`src/rtl/store_buffer.sv`:
```
// Write-posting store buffer in front of a single-port memory hierarchy.
// Loads take the port first and are forwarded from the youngest matching buffered store.
module store_buffer #(
  parameter int DATA_WIDTH = 32,
  parameter int ADDR_WIDTH = 8,
  parameter int DEPTH      = 4
) (
  input  logic                    clk,
  input  logic                    rst,
  input  logic                    req_valid,
  input  logic                    req_write,
  input  logic [ADDR_WIDTH-1:0]   req_addr,
  input  logic [DATA_WIDTH-1:0]   req_wdata,
  output logic                    req_ready,
  output logic                    rsp_valid,
  output logic [DATA_WIDTH-1:0]   rsp_data,
  input  logic                    flush,
  output logic                    empty,
  output logic                    mem_write_en,
  output logic [ADDR_WIDTH-1:0]   mem_address,
  output logic [DATA_WIDTH-1:0]   mem_write_data,
  input  logic [DATA_WIDTH-1:0]   mem_read_data,
  output logic [$clog2(DEPTH):0]  occupancy,
  output logic [15:0]             fwd_count,
  output logic [15:0]             drain_count,
  output logic [15:0]             stall_count
);

  localparam int PW = $clog2(DEPTH);
  localparam int OW = PW + 1;

  logic [ADDR_WIDTH-1:0] addr_q [DEPTH];
  logic [DATA_WIDTH-1:0] data_q [DEPTH];

  logic [PW-1:0]         head;
  logic [PW-1:0]         tail;
  logic [ADDR_WIDTH-1:0] addr_hold;
  logic [DATA_WIDTH-1:0] data_hold;
  logic                  rsp_pending;
  logic                  rsp_fwd;
  logic [DATA_WIDTH-1:0] rsp_fwd_data;

  logic                  full;
  logic                  accept;
  logic                  load_acc;
  logic                  store_acc;
  logic                  drain;
  logic                  fwd_hit;
  logic [DATA_WIDTH-1:0] fwd_data;

  function automatic logic [15:0] sat_inc(input logic [15:0] c, input logic en);
    return (en && c != 16'hFFFF) ? c + 16'd1 : c;
  endfunction

  assign full      = (occupancy == OW'(DEPTH));
  assign empty     = (occupancy == '0);
  assign req_ready = !full && !(req_write && flush);
  assign accept    = req_valid && req_ready;
  assign load_acc  = accept && !req_write;
  assign store_acc = accept && req_write;
  assign drain     = full || (!load_acc && !empty);

  // Scan oldest to youngest so the last hit wins, giving the youngest match.
  always_comb begin
    fwd_hit  = 1'b0;
    fwd_data = '0;
    for (int k = 0; k < DEPTH; k++) begin
      if (OW'(k) < occupancy && addr_q[head + PW'(k)] == req_addr) begin
        fwd_hit  = 1'b1;
        fwd_data = data_q[head + PW'(k)];
      end
    end
  end

  always_comb begin
    mem_write_en   = drain;
    mem_address    = addr_hold;
    mem_write_data = data_hold;
    if (drain) begin
      mem_address    = addr_q[head];
      mem_write_data = data_q[head];
    end else if (load_acc) begin
      mem_address = req_addr;
    end
  end

  assign rsp_valid = rsp_pending;
  assign rsp_data  = !rsp_pending ? '0 : (rsp_fwd ? rsp_fwd_data : mem_read_data);

  always_ff @(posedge clk) begin
    if (store_acc) begin
      addr_q[tail] <= req_addr;
      data_q[tail] <= req_wdata;
    end
  end

  always_ff @(posedge clk or negedge rst) begin
    if (!rst) begin
      head         <= '0;
      tail         <= '0;
      occupancy    <= '0;
      addr_hold    <= '0;
      data_hold    <= '0;
      rsp_pending  <= 1'b0;
      rsp_fwd      <= 1'b0;
      rsp_fwd_data <= '0;
      fwd_count    <= '0;
      drain_count  <= '0;
      stall_count  <= '0;
    end else begin
      if (drain)     head <= head + PW'(1);
      if (store_acc) tail <= tail + PW'(1);
      if (store_acc && !drain)      occupancy <= occupancy + OW'(1);
      else if (!store_acc && drain) occupancy <= occupancy - OW'(1);
      addr_hold    <= mem_address;
      data_hold    <= mem_write_data;
      rsp_pending  <= load_acc;
      rsp_fwd      <= load_acc && fwd_hit;
      rsp_fwd_data <= fwd_data;
      fwd_count    <= sat_inc(fwd_count, load_acc && fwd_hit);
      drain_count  <= sat_inc(drain_count, drain);
      stall_count  <= sat_inc(stall_count, req_valid && !req_ready);
    end
  end

endmodule

```
`config.mk`:
```
export PLATFORM = sky130hd
export DESIGN_NAME = store_buffer
export DESIGN_NICKNAME = d
export VERILOG_FILES = /design/src/rtl/store_buffer.sv
export SDC_FILE = /design/constraint.sdc
export NUM_CORES = 1
export LEC_CHECK = 0
export BUFFER_PORTS_ARGS = -buffer_cell sky130_fd_sc_hd__buf_4
export CAP_MARGIN = 20
export CORE_AREA = 2 2 165 167
export DETAILED_ROUTE_END_ITERATION = 12
export DIE_AREA = 0 0 167 169
export GPL_ROUTABILITY_DRIVEN = 1
export HOLD_SLACK_MARGIN = 0.02
export PLACE_DENSITY_LB_ADDON = 0.25
export SETUP_SLACK_MARGIN = 0.5
export SLEW_MARGIN = 25
export SYNTH_ARGS = -nofsm -noshare
export SYNTH_HDL_FRONTEND = slang
export SYNTH_SLANG_ARGS = --single-unit
```
`constraint.sdc`:
```
create_clock -name clk -period 3.2 [get_ports clk]
set_input_delay 0.64 -clock clk [delete_from_list [all_inputs] [get_ports clk]]
set_output_delay 0.64 -clock clk [all_outputs]
set_load 0.02 [all_outputs]
```
==> impl_results.md <==
* Run status: completed
* Number of global-route vias before repair at roughly 12000
* Path type of the worst min-delay path: input pin to asynchronous set/reset pin
* Largest family of logic cells by synthesized area: multiplexers
* Share of the synthesized netlist area taken by xor and xnor gates at roughly 4.9%
* Max cap viols at 0
* Clock latency on the worst-skew pair at roughly 0.57 ns
* Number of top-level design ports at between 200 and 250
* Clock-pin slew of the registers on the worst-case setup and hold paths at approximately 0.070 ns
* Site row count at 60
* Syn. warnings at 0
* Synth Area in Simple Gates at between 10% and 20%
* Tightest slew margin relative to the limit at a little over half
* Most Frequent Cell on Critical Path: sky130_fd_sc_hd__buf_12
* Antenna violations before repair at 0
* End of the worst register-to-register path: rsp_fwd_data[22]
* Die area at around 28000 um2
* Fraction of final layout cells with drive strength greater than 1 at a little over two fifths
* Crit. path cell count at 12
* Multi-input logic area at slightly below 8000 um2
* Synthesized instance count at 1316
* Slowest-stage cell, CP: sky130_fd_sc_hd__dfrtp_4
* Syn avg cell area at roughly 12 um2
* Routed vias/inst at 6.24
* Final weighted congestion in routability-driven placement at between 0.8 and 0.9
* Area used by sequential logic in the layout at 8050 um2
* Critical-path cell list: buf_12 -> buf_12 -> buf_4 -> mux2i_4 -> xnor2_2 -> or3_1 -> a222oi_1 -> buf_4 -> nand2_8 -> buf_12 -> o21ai_0 -> o21a_1
* Endpoint type of the worst setup path: register
* CTS root buf: sky130_fd_sc_hd__clkbuf_16
* PortBufs at between 200 and 250
* Synth Area in Compound Gates at about an eighth
* Filler instances at ~1600
* Post-DR wirelength/cell at ~23 um
* Post-CTS Hold Fix Bufs at 0
* Number of library cell types mapped by synthesis at 60
* Remaining antenna violation count at 0
* Final period util at a little over nine tenths
* Launch instance of the worst register-to-register path: head[1]
* Worst R2R Setup Slack at 0.11 ns
* Power density of the placed cells at just over 900 nW/um2
* Maximum vdd ir drop at 670 uV
* Final setup TNS at 0 ns
* Dominant synthesized flop cell: sky130_fd_sc_hd__edfxtp_1
* Max-slew violations at 0
* Post-synthesis to final-layout area growth at 36.2%
* Post-synth EDFFs at 160
* Initial Util at 57.2%
* Critical path class: register to register
* Final hold violation count at 0
* Endpoint arrival time on the critical path at 3.58 ns
* Gate family responsible for the most delay along the worst path: compound AO/OA/AOI/OAI gates
* DP Wirelength at 22.6 mm
* Die Y-Extent at 169 um
* Starting DRC count in detailed routing at around 1200
* Required time at the endpoint of the critical path at approximately 3.7 ns
* Number of nets in the synthesized netlist at roughly 1400
* Cts bufs inserted at 30
* Htree depth at 1
* Proportion of synthesized chip area in sequential cells at 53.0%
* Final Critical Period at about 3.1 ns
* Fmax at approximately 0.32 GHz
* Count of cells along the worst register-to-register path at 12
* Clk buf depth at 3
* Maximum number of pins on one net before global-route repair at 128
* Final hold slack at about 0.074 ns
* Width of the die at around 170 um
* Via Count at 12100
* Worst-case clock skew at around 0.02 ns
* Unrepaired setup endpoints after global routing: true
* Total clock sinks at between 200 and 300
* Share of cell area taken by muxes after synthesis at 15.6%
* First drt pass iteration count at 5
* Netlist area before placement at 15200 um2
* Actual transition at the worst max-transition pin at approximately 0.69 ns
* Maximum fanout encountered on the critical timing path at 13
* Async set-reset flop share out of synthesis at between 40% and 50%
* Leading cell type in the layout, fill and taps excluded: sky130_fd_sc_hd__buf_4
* Yosys reg bits at just under 300
* Core region area at between 20000 and 30000 um2
* Buffer and inverter count on the worst path at 5
* Commonest cells after routing, fill and taps aside: sky130_fd_sc_hd__buf_4 (245), sky130_fd_sc_hd__edfxtp_1 (160), sky130_fd_sc_hd__dfrtp_1 (123)
* CTS tree: yes
* Number of remaining DRC errors at 0
* Cell leakage power at between 8 and 9 nW
* Global-route wire length before repair at between 60 and 70 mm
* Final routed wirelength across all metal layers at 45.4 mm
* Fraction of the mapped netlist area in adder cells at less than 1%
* Number of endpoints failing setup at the final stage at 0
* Global-route congestion overflow total at 0
* Slowest stage delay, CP at ~0.50 ns
* Total Routing Usage GR at between 20 and 30%
* Number of nets in the finished design at around 1700
* Kind of start point of the critical path: register
==> routing by layer <==
layer,GRT usage (%),wire [um]
met4,9.07,1900
met2,48.4,22200
met3,4.42,4170
met5,0,0
met1,37.1,17200
==> cell families (layout without fill, tap and decap cells) <==
| group | Yosys count | after routing |
|---|---|---|
| mux | 209 | 209 |
| compound gates | 296 | 296 |
| other cells | 0 | 1 |
| buf+inv | 108 | 395 |
| flops | 289 | 289 |
| fa+ha+maj | 12 | 12 |
| simple gates | 318 | 319 |
| xor+xnor | 84 | 84 |
==> timing repair <==
action,CTS,global route
resized for setup,90,190
endpoints found under the hold margin,0,0
gates cloned,15,13
setup endpoints to repair,107,112
pin swaps,20,40
buffers inserted,29,29
==> through the flow <==
step	cells	power (W)	area [um2]	setup slack [ns]	util, %
floorplan	1316	0.00996	15400	0.500	-
finish	1946	0.0189	20700	0.112	77.9
CTS	1903	0.0171	19200	0.251	72.5
global placement	1803	0.0119	17300	0.151	65.2
global route	1945	0.0196	20600	0.0586	77.9
detailed placement	1803	0.0120	17300	0.111	65.2
==> worst max path at each step <==
stage | startpoint | to | slack (ns)
finish | head[1] | rsp_fwd_data[22] | 0.11
global route | head[1] | rsp_fwd_data[22] | 0.06
CTS | head[1] | mem_write_data[30] | 0.25
detailed placement | head[1] | fwd_count[1] | 0.11
global placement | head[1] | fwd_count[1] | 0.15
floorplan | occupancy[0] | mem_address[2] | 0.50
==> worst register-to-register path: cells and delay by family, from the launching register on <==
family                    cells  cell delay [ns]
muxes                         1             0.19
and+or+nand+nor               2             0.45
AOI/OAI and AO/OA             3             0.87
xor gates and xnor gates      1             0.16
DFF                           1             0.50
buffers and inverters         5             0.83
==> layout make-up <==
cell class	instances	share of cell area, %
Inverter	11	0.242
Timing Repair Buffer	327	16.2
Tap cell	341	2.07
Sequential cell	289	39.0
Timing Repair inverter	1	0.0364
Clock buffer	43	4.22
Clock inverter	13	0.576
Antenna cell	1	0.0121
Multi-Input combinational cell	920	37.7
==> synthesized netlist by cell type (3+ instances only) <==
library cell,number,area share (%)
sky130_fd_sc_hd__a21oi_1,40,1.3
sky130_fd_sc_hd__a31oi_1,10,0.41
sky130_fd_sc_hd__and2_1,6,0.25
sky130_fd_sc_hd__and3_1,11,0.45
sky130_fd_sc_hd__and4_1,5,0.29
sky130_fd_sc_hd__buf_1,20,0.49
sky130_fd_sc_hd__buf_2,18,0.59
sky130_fd_sc_hd__buf_6,8,0.59
sky130_fd_sc_hd__clkbuf_1,50,1.2
sky130_fd_sc_hd__dfrtp_1,129,21
sky130_fd_sc_hd__edfxtp_1,160,32
sky130_fd_sc_hd__ha_1,12,0.99
sky130_fd_sc_hd__inv_1,10,0.25
sky130_fd_sc_hd__mux2_2,98,7.3
sky130_fd_sc_hd__mux2i_1,98,6.5
sky130_fd_sc_hd__mux2i_4,3,0.45
sky130_fd_sc_hd__mux4_2,8,1.2
sky130_fd_sc_hd__nand2_1,112,2.8
sky130_fd_sc_hd__nand2b_1,3,0.12
sky130_fd_sc_hd__nand3_1,21,0.69
sky130_fd_sc_hd__nand4_1,15,0.62
sky130_fd_sc_hd__nor2_1,86,2.1
sky130_fd_sc_hd__nor2b_1,36,1.5
sky130_fd_sc_hd__o211ai_1,3,0.15
sky130_fd_sc_hd__o21a_1,32,1.6
sky130_fd_sc_hd__o21ai_0,102,3.4
sky130_fd_sc_hd__o21ai_1,27,0.89
sky130_fd_sc_hd__o221ai_1,33,1.9
sky130_fd_sc_hd__o22ai_1,34,1.4
sky130_fd_sc_hd__or3_1,7,0.29
sky130_fd_sc_hd__xnor2_1,54,3.1
sky130_fd_sc_hd__xor2_1,30,1.7
==> registers in the layout (all words and copies together) (netlist names) <==
| name | cells |
|---|---|
| data_q | 128 |
| addr_q | 32 |
| data_hold | 32 |
| rsp_fwd_data | 32 |
| drain_count | 16 |
| fwd_count | 16 |
| stall_count | 16 |
| addr_hold | 8 |
| occupancy | 3 |
| head | 2 |
| tail | 2 |
| rsp_fwd | 1 |
| rsp_valid | 1 |
==> power breakdown <==
part,switching (W),internal (W),total (W)
combinational,0.00555,0.00488,0.0104
sequential,0.000360,0.00457,0.00493
clock,0.00146,0.00204,0.00350
Note: power is estimated with default switching activity, not from simulation.
